$ cat config.mk
export PLATFORM = sky130hd
export DESIGN_NAME = avmm_sram_cmd_buffer_flat
export DESIGN_NICKNAME = d
export VERILOG_FILES = /design/src/rtl/avmm_sram_cmd_buffer_if.sv /design/src/rtl/avmm_sram_cmd_buffer.sv /design/src/flat_wrapper.sv
export SDC_FILE = /design/constraint.sdc
export NUM_CORES = 1
export LEC_CHECK = 0
export CAP_MARGIN = 20
export CORE_UTILIZATION = 35
export CTS_BUF_LIST = sky130_fd_sc_hd__clkbuf_16
export DETAILED_ROUTE_END_ITERATION = 8
export SLEW_MARGIN = 20
export SYNTH_ARGS = -nofsm -noshare
export SYNTH_HDL_FRONTEND = slang
export SYNTH_SLANG_ARGS = --single-unit
$ cat constraint.sdc
create_clock -name clk -period 7.4 [get_ports clk]
set_input_delay 0.74 -clock clk [delete_from_list [all_inputs] [get_ports clk]]
set_output_delay 0.74 -clock clk [all_outputs]
set_load 0.03 [all_outputs]
$ cat src/rtl/avmm_sram_cmd_buffer_if.sv
`timescale 1ns/1ps
`default_nettype none
// ============================================================================
// Module   : avmm_sram_cmd_buffer_if
// Brief    : Upstream Avalon-MM slave bundle plus downstream SRAM-controller
//            master bundle used by avmm_sram_cmd_buffer.
// Revision : 1.0 - initial release
// ============================================================================
interface avmm_sram_cmd_buffer_if;
    logic [18:0] avs_address;
    logic [3:0]  avs_byteenable;
    logic        avs_read;
    logic        avs_write;
    logic [31:0] avs_writedata;
    logic        avs_waitrequest;
    logic [31:0] avs_readdata;
    logic        avs_readdatavalid;
    logic [18:0] avm_address;
    logic [3:0]  avm_byteenable;
    logic        avm_read;
    logic        avm_write;
    logic [31:0] avm_writedata;
    logic [31:0] avm_readdata;

    modport slave (
        input  avs_address, avs_byteenable, avs_read, avs_write, avs_writedata,
        output avs_waitrequest, avs_readdata, avs_readdatavalid,
        output avm_address, avm_byteenable, avm_read, avm_write, avm_writedata,
        input  avm_readdata
    );

    modport master (
        output avs_address, avs_byteenable, avs_read, avs_write, avs_writedata,
        input  avs_waitrequest, avs_readdata, avs_readdatavalid,
        input  avm_address, avm_byteenable, avm_read, avm_write, avm_writedata,
        output avm_readdata
    );
endinterface
`default_nettype wire

$ cat src/rtl/avmm_sram_cmd_buffer.sv
`timescale 1ns/1ps
`default_nettype none
// ============================================================================
// Module   : avmm_sram_cmd_buffer
// Brief    : Queues Avalon-MM commands and replays them to a fixed-latency SRAM
//            controller at a fixed issue cadence. Optional statistics counters
//            are enabled by defining SRAM_CMD_BUF_STATS_EN.
// Revision : 1.0 - initial release
// ============================================================================
module avmm_sram_cmd_buffer #(
    parameter int FIFO_DEPTH = 4,
    parameter int ISSUE_GAP  = 3,
    parameter int RD_LATENCY = 3
) (
    input  logic                  clk,
    input  logic                  reset_n,
`ifdef SRAM_CMD_BUF_STATS_EN
    input  logic                  stat_clear,
    output logic [31:0]           stat_rd_cnt,
    output logic [31:0]           stat_wr_cnt,
    output logic [31:0]           stat_stall_cnt,
`endif
    avmm_sram_cmd_buffer_if.slave bus
);

    localparam int         c_PTR_W    = $clog2(FIFO_DEPTH);
    localparam int         c_GAP_W    = (ISSUE_GAP > 2) ? $clog2(ISSUE_GAP - 1) : 1;
    localparam logic [c_GAP_W-1:0] c_GAP_LOAD = c_GAP_W'(ISSUE_GAP - 2);
    localparam logic [1:0] c_IDLE     = 2'd0;
    localparam logic [1:0] c_ISSUE    = 2'd1;
    localparam logic [1:0] c_GAP      = 2'd2;

    logic [55:0]        r_mem [FIFO_DEPTH];
    logic [c_PTR_W-1:0] r_wr_ptr, r_rd_ptr;
    logic [c_PTR_W:0]   r_count;
    logic [1:0]         r_state;
    logic [c_GAP_W-1:0] r_gap_cnt;
    logic               r_avm_read, r_avm_write;
    logic [18:0]        r_avm_address;
    logic [3:0]         r_avm_byteenable;
    logic [31:0]        r_avm_writedata;
    logic [RD_LATENCY-1:0] r_rd_pipe;
    logic               r_rd_valid;
    logic [31:0]        r_rd_data;

    logic        w_full, w_req, w_push, w_pop, w_avail, w_go_issue;
    logic [55:0] w_push_entry, w_head;

    assign w_full       = (r_count == (c_PTR_W + 1)'(FIFO_DEPTH));
    assign w_req        = bus.avs_read | bus.avs_write;
    assign w_push       = w_req & ~w_full;
    // A write flag of 1 wins when read and write are both requested.
    assign w_push_entry = {bus.avs_write, bus.avs_address, bus.avs_byteenable, bus.avs_writedata};
    assign w_pop        = (r_state == c_ISSUE);
    assign w_avail      = (r_count != '0) | w_push;
    // Empty queue: forward the entry being pushed so an idle issuer starts next cycle.
    assign w_head       = (r_count != '0) ? r_mem[r_rd_ptr] : w_push_entry;
    assign w_go_issue   = w_avail & ((r_state == c_IDLE) |
                                     ((r_state == c_GAP) & (r_gap_cnt == '0)));

    always_ff @(posedge clk) begin
        if (w_push) r_mem[r_wr_ptr] <= w_push_entry;
    end

    always_ff @(posedge clk) begin
        if (!reset_n) begin
            r_wr_ptr <= '0;
            r_rd_ptr <= '0;
            r_count  <= '0;
        end else begin
            if (w_push) r_wr_ptr <= r_wr_ptr + c_PTR_W'(1);
            if (w_pop)  r_rd_ptr <= r_rd_ptr + c_PTR_W'(1);
            r_count <= r_count + (c_PTR_W + 1)'(w_push) - (c_PTR_W + 1)'(w_pop);
        end
    end

    always_ff @(posedge clk) begin
        if (!reset_n) begin
            r_state   <= c_IDLE;
            r_gap_cnt <= '0;
        end else begin
            case (r_state)
                c_IDLE: if (w_go_issue) r_state <= c_ISSUE;
                c_ISSUE: begin
                    r_state   <= c_GAP;
                    r_gap_cnt <= c_GAP_LOAD;
                end
                c_GAP: begin
                    if (r_gap_cnt == '0) r_state   <= w_avail ? c_ISSUE : c_IDLE;
                    else                 r_gap_cnt <= r_gap_cnt - c_GAP_W'(1);
                end
                default: r_state <= c_IDLE;
            endcase
        end
    end

    always_ff @(posedge clk) begin
        if (!reset_n || !w_go_issue) begin
            r_avm_read       <= 1'b0;
            r_avm_write      <= 1'b0;
            r_avm_address    <= '0;
            r_avm_byteenable <= '0;
            r_avm_writedata  <= '0;
        end else begin
            r_avm_write      <= w_head[55];
            r_avm_read       <= ~w_head[55];
            r_avm_address    <= w_head[54:36];
            r_avm_byteenable <= w_head[35:32];
            r_avm_writedata  <= w_head[31:0];
        end
    end

    generate
        if (RD_LATENCY == 1) begin : g_rd_pipe_one
            always_ff @(posedge clk) begin
                if (!reset_n) r_rd_pipe <= '0;
                else          r_rd_pipe <= r_avm_read;
            end
        end else begin : g_rd_pipe_multi
            always_ff @(posedge clk) begin
                if (!reset_n) r_rd_pipe <= '0;
                else          r_rd_pipe <= {r_rd_pipe[RD_LATENCY-2:0], r_avm_read};
            end
        end
    endgenerate

    always_ff @(posedge clk) begin
        if (!reset_n) begin
            r_rd_valid <= 1'b0;
            r_rd_data  <= '0;
        end else begin
            r_rd_valid <= r_rd_pipe[RD_LATENCY-1];
            if (r_rd_pipe[RD_LATENCY-1]) r_rd_data <= bus.avm_readdata;
        end
    end

    assign bus.avs_waitrequest   = w_full;
    assign bus.avs_readdata      = r_rd_data;
    assign bus.avs_readdatavalid = r_rd_valid;
    assign bus.avm_address       = r_avm_address;
    assign bus.avm_byteenable    = r_avm_byteenable;
    assign bus.avm_read          = r_avm_read;
    assign bus.avm_write         = r_avm_write;
    assign bus.avm_writedata     = r_avm_writedata;

`ifdef SRAM_CMD_BUF_STATS_EN
    logic [31:0] r_stat_rd, r_stat_wr, r_stat_stall;

    always_ff @(posedge clk) begin
        if (!reset_n || stat_clear) begin
            r_stat_rd    <= '0;
            r_stat_wr    <= '0;
            r_stat_stall <= '0;
        end else begin
            if (r_avm_read)       r_stat_rd    <= r_stat_rd + 32'd1;
            if (r_avm_write)      r_stat_wr    <= r_stat_wr + 32'd1;
            if (w_req && w_full)  r_stat_stall <= r_stat_stall + 32'd1;
        end
    end

    assign stat_rd_cnt    = r_stat_rd;
    assign stat_wr_cnt    = r_stat_wr;
    assign stat_stall_cnt = r_stat_stall;
`endif

endmodule
`default_nettype wire
$ cat src/flat_wrapper.sv
// flat-port wrapper written by rule: the top's interface ports become plain ports
module avmm_sram_cmd_buffer_flat 
#(
    parameter int FIFO_DEPTH = 4,
    parameter int ISSUE_GAP  = 3,
    parameter int RD_LATENCY = 3
)
  (clk, reset_n, bus_avs_address, bus_avs_byteenable, bus_avs_read, bus_avs_write, bus_avs_writedata, bus_avs_waitrequest, bus_avs_readdata, bus_avs_readdatavalid, bus_avm_address, bus_avm_byteenable, bus_avm_read, bus_avm_write, bus_avm_writedata, bus_avm_readdata);
  avmm_sram_cmd_buffer_if bus_i ();
  input  logic clk;
  input  logic reset_n;
  input wire logic [$bits(bus_i.avs_address)-1:0] bus_avs_address;
  input wire logic [$bits(bus_i.avs_byteenable)-1:0] bus_avs_byteenable;
  input wire logic [$bits(bus_i.avs_read)-1:0] bus_avs_read;
  input wire logic [$bits(bus_i.avs_write)-1:0] bus_avs_write;
  input wire logic [$bits(bus_i.avs_writedata)-1:0] bus_avs_writedata;
  output wire logic [$bits(bus_i.avs_waitrequest)-1:0] bus_avs_waitrequest;
  output wire logic [$bits(bus_i.avs_readdata)-1:0] bus_avs_readdata;
  output wire logic [$bits(bus_i.avs_readdatavalid)-1:0] bus_avs_readdatavalid;
  output wire logic [$bits(bus_i.avm_address)-1:0] bus_avm_address;
  output wire logic [$bits(bus_i.avm_byteenable)-1:0] bus_avm_byteenable;
  output wire logic [$bits(bus_i.avm_read)-1:0] bus_avm_read;
  output wire logic [$bits(bus_i.avm_write)-1:0] bus_avm_write;
  output wire logic [$bits(bus_i.avm_writedata)-1:0] bus_avm_writedata;
  input wire logic [$bits(bus_i.avm_readdata)-1:0] bus_avm_readdata;
  assign bus_i.avs_address = bus_avs_address;
  assign bus_i.avs_byteenable = bus_avs_byteenable;
  assign bus_i.avs_read = bus_avs_read;
  assign bus_i.avs_write = bus_avs_write;
  assign bus_i.avs_writedata = bus_avs_writedata;
  assign bus_avs_waitrequest = bus_i.avs_waitrequest;
  assign bus_avs_readdata = bus_i.avs_readdata;
  assign bus_avs_readdatavalid = bus_i.avs_readdatavalid;
  assign bus_avm_address = bus_i.avm_address;
  assign bus_avm_byteenable = bus_i.avm_byteenable;
  assign bus_avm_read = bus_i.avm_read;
  assign bus_avm_write = bus_i.avm_write;
  assign bus_avm_writedata = bus_i.avm_writedata;
  assign bus_i.avm_readdata = bus_avm_readdata;
  avmm_sram_cmd_buffer #(.FIFO_DEPTH(FIFO_DEPTH), .ISSUE_GAP(ISSUE_GAP), .RD_LATENCY(RD_LATENCY)) u_core (.clk(clk), .reset_n(reset_n), .bus(bus_i));
endmodule
Word level (Yosys, flattened, before mapping). Memory sizes are Yosys's and may differ from the RTL's. A register that Yosys moved wholly into a read port is not among the register bits. Index checks and enable logic that the tools add are counted.

Register bits after elaboration: 103. Bits in writable memories: 224. Input bits: 91. Output and inout port bits: 91. Logic and storage cells: 51. Memories: 1.

Add/subtract/negate cells: 5. Equal/unequal tests: 5. Multiplexer cells: 11. Bitwise operators: 9. Reductions and logical operators: 7.

Memories: u_core.r_mem (words 4, bits a word 56, rd ports 1, clocked after memory_dff 1, wr ports 1, line avmm_sram_cmd_buffer.sv:33) `logic [55:0] r_mem [FIFO_DEPTH];`.

Operators by type and width (count): $mux W56 (1); $mux W2 (4); $pmux W2 S3 (1); $add A2 B1 Y2 const B (2); $mux W1 (4); $add A3 B1 Y3 (1); $and A1 B1 Y1 (3); $eq A3 B3 Y1 const B (1); $not A1 Y1 (3); $or A1 B1 Y1 (3); $reduce_bool A3 Y1 (1); $sub A3 B1 Y3 (1); $eq A2 B1 Y1 const B (1); $eq A2 B2 Y1 const B (1); $logic_not A1 Y1 (2); $logic_not A2 Y1 (1); $ne A2 B1 Y1 const B (1); $ne A2 B2 Y1 const B (1); $pmux W1 S2 (1); $reduce_and A2 Y1 (1); $reduce_bool A2 Y1 (1); $logic_or A1 B1 Y1 (1); $sub A1 B1 Y1 const B (1).

Logic depth before layout (Yosys ltp). Gate-level depths: netlist of run 1.

Depth after elaboration: 7. Mapped depth: 7. Gate-level depth less buffers: 7.

Least setup slack after synthesis of run 1. OpenSTA, ideal clock, no wires.

Kind: input-to-reg. From: in bus_avs_write. To: mem u_core.r_mem[0][0] (enable). Setup time: 420 ps. Data arrival time: 2346 ps. Required time: 6980 ps. Setup slack: 4634 ps. Cell stages on the path: 3. Path buffers: 0. Cell sequence: nor2_1 nor2_1 and2_1.

Cells in the longest elaborated chain, start to end: 4.

Ends and longest elaborated chain: from (decl) (line flat_wrapper.sv:15) `input wire logic [$bits(bus_i.avs_write)-1:0] bus_avs_write;`; $or A1 B1 Y1 (line avmm_sram_cmd_buffer.sv:50) `assign w_req = bus.avs_read | bus.avs_write;`; $and A1 B1 Y1 (line avmm_sram_cmd_buffer.sv:51) `assign w_push = w_req & ~w_full;`; net u_core.w_push (line avmm_sram_cmd_buffer.sv:46) `logic w_full, w_req, w_push, w_pop, w_avail, w_go_issue;`; $mux W1 (line avmm_sram_cmd_buffer.sv:62) `if (w_push) r_mem[r_wr_ptr] <= w_push_entry;`; $mux W1 (implied by the code) (line avmm_sram_cmd_buffer.sv:62); to (decl) (line avmm_sram_cmd_buffer.sv:33).

The timed path passes the listed nets, and every way through them passes these cells.

Final worst setup path of run 1.
From: reg u_core.r_count[2]. To: out bus_avs_waitrequest.

Cells in the longest elaborated chain, start to end: 1.

Ends and longest elaborated chain: from (decl) (line avmm_sram_cmd_buffer.sv:35) `logic [c_PTR_W:0] r_count;`; from (signal assigned) (line avmm_sram_cmd_buffer.sv:73) `r_count <= r_count + (c_PTR_W + 1)'(w_push) - (c_PTR_W + 1)'(w_pop);`; $eq A3 B3 Y1 (line avmm_sram_cmd_buffer.sv:49) `assign w_full = (r_count == (c_PTR_W + 1)'(FIFO_DEPTH));`; to (decl) (line flat_wrapper.sv:17) `output wire logic [$bits(bus_i.avs_waitrequest)-1:0] bus_avs_waitrequest;`.

No other way between the ends.

==> results of run 1 <==
through the flow:
step                      std cells  utilization  total power, mW  setup slack (ps)  hold WS, ps
after detailed placement       1322        0.423             4.14              4390          422
after global placement         1322        0.423             4.12              4450          418
final                          1386        0.455             5.71              4520          437
after global routing           1386        0.455             6.00              4410          449
after CTS                      1386        0.455             5.79              4460          443
after floorplan                 731            -             3.53              4630          412
layout make-up:
class | count | area, µm²
Clock buffer | 36 | 901
Clock inverter | 28 | 181
Fill cell | 2975 | 18400
Inverter | 6 | 22.5
Multi-Input combinational cell | 351 | 2980
Sequential cell | 329 | 8840
Tap cell | 448 | 561
Timing Repair Buffer | 188 | 1860
worst max-delay path, stage by stage, from the launching register on:
cell,delay [ps]
dfxtp_1,420
nor3b_2,390
clkdlybuf4s50_1,830
layer usage:
metal  wire (µm)  up-vias  part of all wire  global-route usage
li1            -     3112                 -                   -
met1       11200     3320              0.44               0.192
met2       11700      238              0.46               0.238
met3        2180       42             0.085              0.0471
met4         397        4             0.016              0.0319
met5          26        -            0.0010                   0
state kept, by name, summed over array words and instances (netlist names), named ones only:
signal and count:
u_core.r_wr_ptr 2, u_core.bus.avs_readdata 32, u_core.r_gap_cnt 1, u_core.bus.avm_writedata 32, u_core.bus.avm_byteenable 4, u_core.r_rd_pipe 3
u_core.bus.avm_address 19, u_core.r_mem 224, u_core.bus.avm_read 1, u_core.bus.avs_readdatavalid 1, u_core.bus.avm_write 1, u_core.r_state 2
u_core.r_rd_ptr 2, u_core.r_count 3
power by group through the flow:
stage | Clock, mW | Combinational (mW) | Sequential [mW]
after floorplan | 0 | 0.805 | 2.73
after global placement | 0 | 1.58 | 2.54
after detailed placement | 0 | 1.59 | 2.55
after CTS | 1.68 | 1.60 | 2.51
after global routing | 1.75 | 1.71 | 2.54
final | 1.64 | 1.57 | 2.50
cell usage after synthesis (all sizes together):
cell,count
xor2,2
nand3,57
nand3b,2
mux2i,33
a21oi,59
mux4,56
nand4,1
inv,6
xnor2,4
nor2,39
nand2b,1
clkbuf,20
buf,25
dfxtp,105
nor2b,3
nand2,60
o21ai,3
and2,10
nor3,1
or2,2
o221ai,1
nor3b,1
ha,10
a32oi,1
and3,1
or3,2
a211oi,1
edfxtp,224
fa,1
worst max-delay path by stage:
| stage | start | to | cells past startpoint |
|---|---|---|---|
| after floorplan | bus_avs_write | u_core.r_mem[0][0]$_DFFE_PP_ | 3 |
| after global placement | bus_avs_write | u_core.r_mem[1][42]$_DFFE_PP_ | 4 |
| after detailed placement | bus_avs_write | u_core.r_mem[0][42]$_DFFE_PP_ | 4 |
| after CTS | u_core.r_count[2]$_SDFF_PN0_ | bus_avs_waitrequest | 2 |
| after global routing | u_core.r_count[2]$_SDFF_PN0_ | bus_avs_waitrequest | 2 |
| final | u_core.r_count[2]$_SDFF_PN0_ | bus_avs_waitrequest | 2 |
cells in the final DEF, fill, tap and decap left out, types with 5 or more instances in the layout:
master / synthesis / routed
buf_4: 1 / 7
clkinv_2: 0 / 5
edfxtp_1: 224 / 224
dfxtp_1: 105 / 102
ha_1: 10 / 10
a21oi_1: 58 / 58
nand2_1: 60 / 60
clkdlybuf4s50_1: 0 / 181
clkinv_1: 0 / 8
inv_1: 6 / 17
and2_1: 10 / 6
nor2_1: 39 / 39
nand3_1: 57 / 57
mux2i_1: 33 / 33
mux4_2: 56 / 56
clkbuf_16: 0 / 36
logic make-up (layout without fill, tap and decap cells):
| kind of cell | after synthesis | in the layout | synth area share |
|---|---|---|---|
| flip-flops | 329 | 329 | 0.734 |
| AO/OA/AOI/OAI | 65 | 65 | 0.0282 |
| XOR/XNOR | 6 | 6 | 0.00437 |
| buffers and inverters | 51 | 258 | 0.0211 |
| adder cells (fa/ha/maj) | 11 | 11 | 0.0121 |
| AND/OR/NAND/NOR | 180 | 180 | 0.0681 |
| multiplexers | 89 | 89 | 0.132 |
==> results.cfg, run 1 <==
[status]
outcome = complete, no violations

[global_routing]
grt_pass1_vias = 7180
grt_usage = 0.147
grt_pass1_wl_mm = 40.2
antenna_found_initial = 2
overflow = 0
grt_start_max_net_pins = 58

[power]
p_clk_frac = 0.287
seq_power_share = 0.438
p_leak_nw = 5.12
switching_share = 0.308
p_per_area_nw_per_um2 = 372
p_sw_mw = 1.76
worst_ir_drop_vdd_uv = 185
p_int_mw = 3.95
comb_power_share = 0.275

[cts]
clk_pin_slew_ps = 60
hold_buffers = 0
cts_tree = yes
cts_inserted_buffers = 36
insertion_delay_ps = 510
clockBufferDepth = 3
cts_resized = 0
cts_sinks = 329
postCtsSetupBuffers = 0
cts.htree.levels = 2
cts_root_buf = clkbuf_16

[synth]
ys_seq_elements = 329
syn_avg_cell_area_um2 = 16.5
ys_types = 35
synth_top_cell_area_share = 0.559
syn_inst = 731
yosysWarnings = 0
ys_seq_area_frac = 0.734
syn-num-nets = 833
synthesis.area_um2 = 12000
synth_area_leader_cell = edfxtp_1
synth_area_leaders = edfxtp_1, dfxtp_1, mux4_2

[placed_design]
post_dp_cell_area_um2 = 14300
portBuffers = 181
routabilityCongestion = 0.688
hpwlAfterDp_mm = 14.6

[finish]
antenna_cells = 0
final_nets = 1014
areaGrowthSynthToFinish_pct = 27.5
drive_gt1_frac = 0.129
finalInstanceArea_um2 = 15300

[sta]
final-max-slew-violation-count = 0
min_period_over_period = 0.389
final.setup.tns_ps = 0
hold_viol_final = 0
worst_slew_pin_slew_ps = 984
setup_viol = 0
grt_setup_unrepaired = no
finalCriticalPeriod_ps = 2880
slew_headroom = 0.344
fmax_mhz = 347
skew_ps = 14.1

[worst_hold_path]
min_from = u_core.r_rd_pipe[1]$_SDFF_PN0_
hp-class = flop to flop
holdPathStages = 1
min_to = u_core.r_rd_pipe[2]$_SDFF_PN0_

[detailed_routing]
wl_mm = 25.5
antenna_left = 0
num_vias = 6716
drc = 0
first_pass_iters = 5
drt-vias-per-instance = 4.85
wl_per_cell_um = 18.4
first_iter_violations = 305

[critical_path]
r2r_end = u_core.bus.avm_read$_SDFF_PP0_
setup.worst_path.start_class = flop
r2r_slack_ps = 5030
cp_max_fo = 6
reg2regPathDepth = 4
crit_type = flop to output pin
worstPathArrival_ps = 2140
required_ps = 6660
cp-end-kind = output pin

[floorplan]
design.core.area_um2 = 33700
start_util = 0.357
dieArea_um2 = 35100
die_w_um = 187
ios = 182
die_h_um = 187
rows = 67

[job]
drv_cap = 0
Power figures use the tool's default switching activity.
==> run 2, diff against run 1 <==
==> constraint.sdc (replaced) <==
create_clock -name clk -period 2.98 [get_ports clk]
set_input_delay 0.298 -clock clk [delete_from_list [all_inputs] [get_ports clk]]
set_output_delay 0.298 -clock clk [all_outputs]
set_load 0.03 [all_outputs]
==> run 2 against run 1 <==
Effect of this change:
- register-to-register slack worse by 4400 ps
- utilization up 0.75 points
- cell area up 1.6%
- sequential power up 150%
- clock skew about the same
- flip-flop and latch count unchanged
- clock power rose to 2.7 times the previous value
- setup slack worse by 3900 ps
- critical endpoint unchanged
- largest cell class unchanged
==> results.cfg, run 2 (synthesis gave the netlist of run 1 again) <==
[detailed_routing]
drc = 0
antenna_left = 0
first_pass_iters = 5
wl_mm = 26.0
drt-vias-per-instance = 4.86
num_vias = 6796
wl_per_cell_um = 18.6
first_iter_violations = 439

[cts]
cts_inserted_buffers = 37
cts_resized = 0
cts_sinks = 329
cts_tree = yes
cts.htree.levels = 2
postCtsSetupBuffers = 0
insertion_delay_ps = 510
clk_pin_slew_ps = 60
hold_buffers = 0
clockBufferDepth = 3
cts_root_buf = clkbuf_16

[finish]
final_nets = 1024
final_common_cell = edfxtp_1
largest-register = u_core.r_mem
drive_gt1_frac = 0.142
seq_area_um2 = 8840
largest_register_ff_count = 224
areaGrowthSynthToFinish_pct = 29.6
fill_cells = 2929
antenna_cells = 0
multi_input_area_um2 = 2980
layout_common_cells = edfxtp_1, clkdlybuf4s50_1, dfxtp_1, nand2_1, a21oi_1

[critical_path]
r2r_slack_ps = 600
r2r_end = u_core.bus.avm_writedata[29]$_SDFF_PP0_
reg2regPathDepth = 6
cp-end-kind = output pin
worstPathArrival_ps = 2110
r2r-start = u_core.r_state[0]$_SDFFE_PN0P_
cp_max_fo = 6
crit_type = flop to output pin
required_ps = 2680
cp-endpoint = bus_avs_waitrequest
setup.worst_path.start_class = flop
cp-startpoint = u_core.r_count[2]$_SDFF_PN0_

[power]
fin_total_pwr_mw = 14.6
p_leak_nw = 5.23
worst_ir_drop_vdd_uv = 458
p_per_area_nw_per_um2 = 934

[floorplan]
die_w_um = 187
ios = 182
rows = 67
start_util = 0.357
dieArea_um2 = 35100
die_h_um = 187
design.core.area_um2 = 33700

[global_routing]
antenna_found_initial = 1
grt_usage = 0.151
overflow = 0
grt_start_max_net_pins = 61
grt_pass1_wl_mm = 41.0
grt_pass1_vias = 7217

[placed_design]
hpwlAfterDp_mm = 16.2
routabilityCongestion = 0.708
portBuffers = 181

[sta]
setup_viol = 0
skew_ps = 14.6
finalCriticalPeriod_ps = 2400
final-max-slew-violation-count = 0
hold_viol_final = 0
fmax_mhz = 416
slew_headroom = 0.303
grt_setup_unrepaired = no
final.setup.tns_ps = 0
worst_slew_pin_slew_ps = 1040
min_period_over_period = 0.807

[status]
outcome = complete, no violations

[worst_hold_path]
hp-class = primary input to flop

[job]
drv_cap = 0
[run 2: final cells by class]
type / count / area share
timing repair buffer: 197 / 0.129
inverter: 6 / 0.00144
clock inverter: 29 / 0.0131
clock buffer: 39 / 0.0626
sequential: 329 / 0.567
tap: 448 / 0.0359
multi-input combinational: 351 / 0.191
[run 2: how the worst min path moves through the flow]
stage | start | depth (start not counted) | slack (ps) | to
global placement | u_core.r_rd_pipe[0]$_SDFF_PN0_ | 1 | 420 | u_core.r_rd_pipe[1]$_SDFF_PN0_
detailed placement | u_core.r_rd_pipe[1]$_SDFF_PN0_ | 1 | 420 | u_core.r_rd_pipe[2]$_SDFF_PN0_
CTS | bus_avm_readdata[25] | 3 | 380 | u_core.bus.avs_readdata[25]$_SDFFE_PN0P_
floorplan | bus_avs_writedata[0] | 0 | 400 | u_core.r_mem[0][0]$_DFFE_PP_
finish | bus_avm_readdata[25] | 3 | 410 | u_core.bus.avs_readdata[25]$_SDFFE_PN0P_
global route | bus_avm_readdata[31] | 3 | 410 | u_core.bus.avs_readdata[31]$_SDFFE_PN0P_
[run 2: metrics by stage]
step / setup slack, ps / instances / utilization / instance area (µm²) / hold slack, ps
global route: 401 / 1399 / 0.463 / 15600 / 408
CTS: 491 / 1399 / 0.463 / 15600 / 376
global placement: 553 / 1331 / 0.428 / 14400 / 420
floorplan: 425 / 731 / - / 12000 / 397
detailed placement: 461 / 1331 / 0.428 / 14400 / 419
finish: 576 / 1399 / 0.463 / 15600 / 405
[run 2: worst max-delay path, stage by stage (launching register included)]
cell and delay, ps:
dfxtp_1 420, nor3b_2 410, clkdlybuf4s50_1 780
[run 2: where the power goes]
part / switching, mW / internal (mW)
clock network: 1.74 / 2.62
registers: 0.389 / 5.82
logic: 2.29 / 1.70
total: 4.42 / 10.1
[run 2: routing by layer]
metal,track usage,routed length [µm],up-vias
li1,-,-,3146
met1,0.195,11200,3372
met2,0.246,12300,238
met3,0.0475,2090,38
met4,0.0353,431,2
met5,0,17,-
